[config.mk]
export PLATFORM = sky130hd
export DESIGN_NAME = bsg_counter_down_rr_sched
export DESIGN_NICKNAME = d
export VERILOG_FILES = /design/src/rtl/bsg_counter_sched_pkg.sv /design/src/rtl/bsg_counter_sched_rr_pick.sv /design/src/rtl/bsg_counter_down_rr_sched.sv
export SDC_FILE = /design/constraint.sdc
export NUM_CORES = 1
export LEC_CHECK = 0
export ABC_AREA = 0
export CORE_AREA = 2 2 73 82
export CTS_CLUSTER_DIAMETER = 40
export DETAILED_ROUTE_END_ITERATION = 6
export DIE_AREA = 0 0 75 84
export PLACE_DENSITY = 0.85
export SETUP_SLACK_MARGIN = 0.05
export SLEW_MARGIN = 20
export SYNTH_ARGS = -nofsm -noshare
export SYNTH_HDL_FRONTEND = slang
export SYNTH_HIERARCHICAL = 1
export SYNTH_SLANG_ARGS = --single-unit
[constraint.sdc]
create_clock -name clk_i -period 2.4 [get_ports clk_i]
set_input_delay 0.48 -clock clk_i [delete_from_list [all_inputs] [get_ports clk_i]]
set_output_delay 0.48 -clock clk_i [all_outputs]
set_load 0.005 [all_outputs]
[src/rtl/bsg_counter_sched_pkg.sv]
// Shared types for the round-robin timeslice scheduler.
package bsg_counter_sched_pkg;

  typedef enum logic [1:0] {
    ST_IDLE = 2'd0,
    ST_RUN  = 2'd1,
    ST_DONE = 2'd2
  } sched_state_e;

  localparam int unsigned DEFAULT_WIDTH = 16;

endpackage

[src/rtl/bsg_counter_sched_rr_pick.sv]
// Combinational round-robin picker: first requester strictly after ptr_i, wrapping.
module bsg_counter_sched_rr_pick #(
  parameter int els_p = 4,
  parameter int idx_w = (els_p > 1) ? $clog2(els_p) : 1
) (
  input  logic [els_p-1:0] req_i,
  input  logic [idx_w-1:0] ptr_i,
  output logic [idx_w-1:0] idx_o,
  output logic             v_o
);

  int               j;
  logic [idx_w-1:0] jj;

  // Walk from the farthest offset down so the nearest requester is written last.
  always_comb begin
    idx_o = '0;
    v_o   = 1'b0;
    j     = 0;
    jj    = '0;
    for (int off = els_p; off >= 1; off--) begin
      j  = (int'(ptr_i) + off) % els_p;
      jj = idx_w'(j);
      if (req_i[jj]) begin
        idx_o = jj;
        v_o   = 1'b1;
      end
    end
  end

endmodule

[src/rtl/bsg_counter_down_rr_sched.sv]
// Round-robin owner of a shared down-counter timeslice; back-to-back slices
// without an idle bubble when BSG_COUNTER_SCHED_B2B_EN is defined.
module bsg_counter_down_rr_sched
  import bsg_counter_sched_pkg::*;
#(
  parameter int els_p   = 4,
  parameter int width_p = DEFAULT_WIDTH
) (
  input  logic                     clk_i,
  input  logic                     reset_n_i,
  input  logic [els_p-1:0]         req_i,
  input  logic [els_p*width_p-1:0] len_i,
  input  logic                     pause_i,
  input  logic                     abort_i,
  output logic [els_p-1:0]         grant_o,
  output logic                     busy_o,
  output logic [width_p-1:0]       count_r_o,
  output logic [els_p-1:0]         done_o,
  output logic                     aborted_o
);

  localparam int idx_w = $clog2(els_p);

  sched_state_e       state_r;
  logic [idx_w-1:0]   idx_r, ptr_r;
  logic [width_p-1:0] cnt_r;
  logic               abort_r;

  logic [idx_w-1:0]   win_idx;
  logic               win_v;
  logic [width_p-1:0] win_len;

  bsg_counter_sched_rr_pick #(.els_p(els_p), .idx_w(idx_w)) pick (
    .req_i (req_i),
    .ptr_i (ptr_r),
    .idx_o (win_idx),
    .v_o   (win_v)
  );

  assign win_len = len_i[win_idx*width_p +: width_p];

  always_ff @(posedge clk_i or negedge reset_n_i) begin
    if (!reset_n_i) begin
      state_r <= ST_IDLE;
      cnt_r   <= '0;
      idx_r   <= '0;
      ptr_r   <= idx_w'(els_p - 1);
      abort_r <= 1'b0;
    end else begin
      case (state_r)
        ST_IDLE: begin
          if (win_v) begin
            idx_r   <= win_idx;
            ptr_r   <= win_idx;
            cnt_r   <= win_len;
            abort_r <= 1'b0;
            state_r <= (win_len == '0) ? ST_DONE : ST_RUN;
          end
        end
        ST_RUN: begin
          // A RUN slice always starts nonzero, so the ==1 test keeps us off zero.
          if (abort_i) begin
            cnt_r   <= '0;
            abort_r <= 1'b1;
            state_r <= ST_DONE;
          end else if (!pause_i) begin
            if (cnt_r == width_p'(1)) begin
              cnt_r   <= '0;
              state_r <= ST_DONE;
            end else begin
              cnt_r <= cnt_r - width_p'(1);
            end
          end
        end
        ST_DONE: begin
          abort_r <= 1'b0;
`ifdef BSG_COUNTER_SCHED_B2B_EN
          // Pointer already sits on the finishing owner, so it is re-picked only when alone.
          if (win_v) begin
            idx_r   <= win_idx;
            ptr_r   <= win_idx;
            cnt_r   <= win_len;
            state_r <= (win_len == '0) ? ST_DONE : ST_RUN;
          end else begin
            state_r <= ST_IDLE;
          end
`else
          state_r <= ST_IDLE;
`endif
        end
        default: state_r <= ST_IDLE;
      endcase
    end
  end

  always_comb begin
    grant_o = '0;
    done_o  = '0;
    if (state_r != ST_IDLE) grant_o[idx_r] = 1'b1;
    if (state_r == ST_DONE) done_o[idx_r]  = 1'b1;
  end

  assign busy_o    = (state_r != ST_IDLE);
  assign aborted_o = (state_r == ST_DONE) && abort_r;
  assign count_r_o = cnt_r;

endmodule

==> key figures <==
Worst setup path
  – Max incr delay on CP: 0.60 ns
  – Worst Reg-to-Reg Cells: 9
  – Worst EP required: 2.59 ns
  – Delay-heaviest family, CP: simple AND/OR/NAND/NOR gates
  – R2r endpoint: state_r[1]$_DFFE_PN0P_
  – Critical Path AT: 2.79 ns
  – Worst Setup Start Kind: flip-flop
  – Worst-path maximum fanout: 7
  – Critical Path End: state_r[1]$_DFFE_PN0P_
  – Slowest stage cell on the critical path: dfstp_2
  – Worst R2R Setup Slack: -0.19 ns
  – Setup CP Type: flip-flop to flip-flop
  – R2R Path Start: ptr_r[1]$_DFFE_PN1P_
  – Crit path buf inv count: 2
  – Stages on worst setup path: 9
  – Crit path launch: ptr_r[1]$_DFFE_PN1P_
  – Crit path cell chain: nand2b_4, a21oi_2, o221ai_2, buf_4, buf_12, mux4_2, nor4_4, nand4_1, a211oi_2
  – Worst Setup End Kind: flip-flop

STA
  – Headroom to the max-slew limit: 63.73%
  – Fin crit period: 2.593 ns
  – Clock skew: 0.007020 ns
  – Fmax: 0.3857 GHz
  – Final setup viols: 6
  – Final TNS setup: -0.6214 ns
  – Final worst setup slack: -0.1926 ns
  – RSZ-0062 raised after global routing: true
  – Worst-Margin Slew: 0.5423 ns
  – Min Hold Slack: 0.5389 ns
  – Fin. max-slew vios: 0
  – Fin crit share: 108.0%
  – Hold Vio Cnt, Final: 0

Global route
  – Largest net degree at the start of global routing: 24
  – Total gr overflow: 0
  – Initial antenna violation count: 0
  – Number of global-route vias before repair: 2098
  – Total GRT Usage: 20.35%
  – Global-route wire length before repair: 9.942 mm

Clocking
  – Longest Clk Path Bufs: 2
  – Clock latency on the worst-skew pair: 0.27 ns
  – TritonCTS clock tree: done
  – Clock slew at reported path FFs: 0.09 ns
  – Root buffer cell: clkbuf_8
  – H-tree level count: 1
  – Inserted Clock Buffers: 3
  – Clk sinks: 23

Finish
  – Fraction of layout cells with a size suffix above 1: 24.05%
  – Area Overhead vs Synth: 69.45%
  – Final nets: 391
  – Number of diodes: 0

Detailed routing
  – Max Used Layer: met4
  – Mean routed wirelength per cell: 15.99 um
  – Met3 wire length: 466 um
  – Met1 WL: 2.526 mm
  – Total Wirelength: 6.286 mm
  – Vias per inst: 5.387
  – Final ANT Viol Nets: 0
  – Initial drt markers: 139
  – DR DRC count: 0
  – DR vias: 2117
  – Pre-antenna DRT Iters: 6
  – Routed wl met2: 3.202 mm

Yosys
  – Syn Area/Cell: 10.13 um2
  – Post-synth EDFFs: 0
  – Area contributors post-synth: dfrtp_1 27%, mux4_1 21%, nor2_1 3.4%, a22o_1 3.1%, nand2_1 2.9%
  – Yosys warns: 6
  – Synthesized Nets: 268
  – Ys flop type: dfrtp_1
  – Post-synth top cells: 21 x dfrtp_1, 18 x nor2_1, 16 x mux4_1
  – FFs w/ async S/R, synth: 100.0%
  – Mapped Area: 1966 um2
  – Most common cell in the synthesized netlist: dfrtp_1
  – Flops & latches, synth: 23
  – Post-synth top area share: 26.73%
  – Syn Inst Count: 194
  – Largest area contributor in the netlist: dfrtp_1
  – Sequential element share of the synthesized area: 29.41%
  – Synth cell types: 48

Placement
  – GP Congestion: 0.8316
  – Port bufs: 97
  – Hpwl dp: 4.919 mm

Pwr
  – Pwr per Cell Area: 1069 nW/um2
  – VDD IR-drop max: 0.4643 mV
  – Leakage: 1.336 nW

Floorplanning
  – Rows: 29
  – Die area: 6300 um2
  – Num ports: 98
  – Starting density of the core: 35.41%
  – Core Region: 5552 um2
  – Die span in y: 84 um
  – Die width: 75 um

Outcome
  – Failing checks: setup timing
  – Run status: finished, violations left

Worst hold path
  – Worst Hold Class: flip-flop to flip-flop
  – Hold path start: count_r_o[4]$_DFFE_PN0P_

Job
  – Max Cap Viol: 0
==> final cells by class <==
type,count,area [um2]
Sequential cell,23,578.1
Clock inverter,1,5.005
Tap cell,77,96.34
Timing Repair Buffer,128,1260
Multi-Input combinational cell,151,1313
Clock buffer,3,41.29
Fill cell,449,2221
Inverter,10,37.54
==> worst min path at each step <==
stage	slack (ns)	cells after the start	endpoint
floorplan	0.18	0	abort_r$_DFFE_PN0P_
global placement	0.49	2	abort_r$_DFFE_PN0P_
detailed placement	0.51	2	abort_r$_DFFE_PN0P_
CTS	0.53	2	abort_r$_DFFE_PN0P_
global route	0.55	1	count_r_o[4]$_DFFE_PN0P_
finish	0.54	1	count_r_o[4]$_DFFE_PN0P_
==> through the flow <==
step | cell area, um2 | cells | utilization [%] | setup WS, ns | total power, mW
floorplan | 1958 | 194 | - | 0.01795 | 2.063
global placement | 3177 | 385 | 57.22 | -0.5801 | 2.954
detailed placement | 3177 | 385 | 57.22 | -0.6741 | 3.026
CTS | 3274 | 391 | 58.98 | -0.2616 | 3.418
global route | 3331 | 393 | 60.00 | -0.3328 | 3.798
finish | 3331 | 393 | 60.00 | -0.1926 | 3.560
==> registers in the layout (all words and copies together), names as in the netlist <==
name	cells
count_r_o	16
ptr_r	2
state_r	2
abort_r	1
idx_r	2
==> where the power goes <==
part,internal (mW),switching [mW],total [mW]
combinational,1.40,1.07,2.47
sequential,0.587,0.249,0.836
clock,0.116,0.133,0.249
==> cell usage in the layout, fill, tap and decap left out, drive strengths merged, types with 2 or more instances in the layout <==
| cell type | count |
|---|---|
| nand3 | 3 |
| o21ai | 14 |
| nor2 | 19 |
| ha | 2 |
| dfstp | 2 |
| a221o | 4 |
| a22o | 7 |
| mux2 | 4 |
| nor4 | 5 |
| nand4 | 2 |
| nand2b | 5 |
| a31oi | 2 |
| and3 | 6 |
| a21oi | 5 |
| clkbuf | 4 |
| dfrtp | 21 |
| nand2 | 15 |
| o211ai | 5 |
| a22oi | 3 |
| or3 | 5 |
| clkdlybuf4s50 | 94 |
| dlygate4sd2 | 3 |
| buf | 30 |
| o31ai | 4 |
| nor3 | 11 |
| inv | 10 |
| mux4 | 16 |
| a32o | 2 |
==> kinds of logic after synthesis <==
group | share of synthesized area (%)
AND/OR/NAND/NOR | 19.73
AO/OA/AOI/OAI | 20.24
flip-flops | 29.41
multiplexers | 24.19
buffers and inverters | 5.156
adder cells (fa/ha/maj) | 1.273
==> routing by layer <==
metal / global-route usage [%] / vias to the layer above
li1: - / 1004
met1: 26.60 / 992
met2: 33.97 / 113
met3: 3.140 / 8
met4: 6.169 / 0
met5: 0 / -
==> timing repair <==
| action | CTS | global route |
|---|---|---|
| endpoints found under the setup margin | 17 | 18 |
| gates cloned | 1 | 0 |
| pin swaps | 13 | 8 |
| resized for setup | 17 | 21 |
| setup buffers | 2 | 4 |
| hold buffers | 0 | 0 |
No activity file was read; power rests on OpenSTA's default activity.
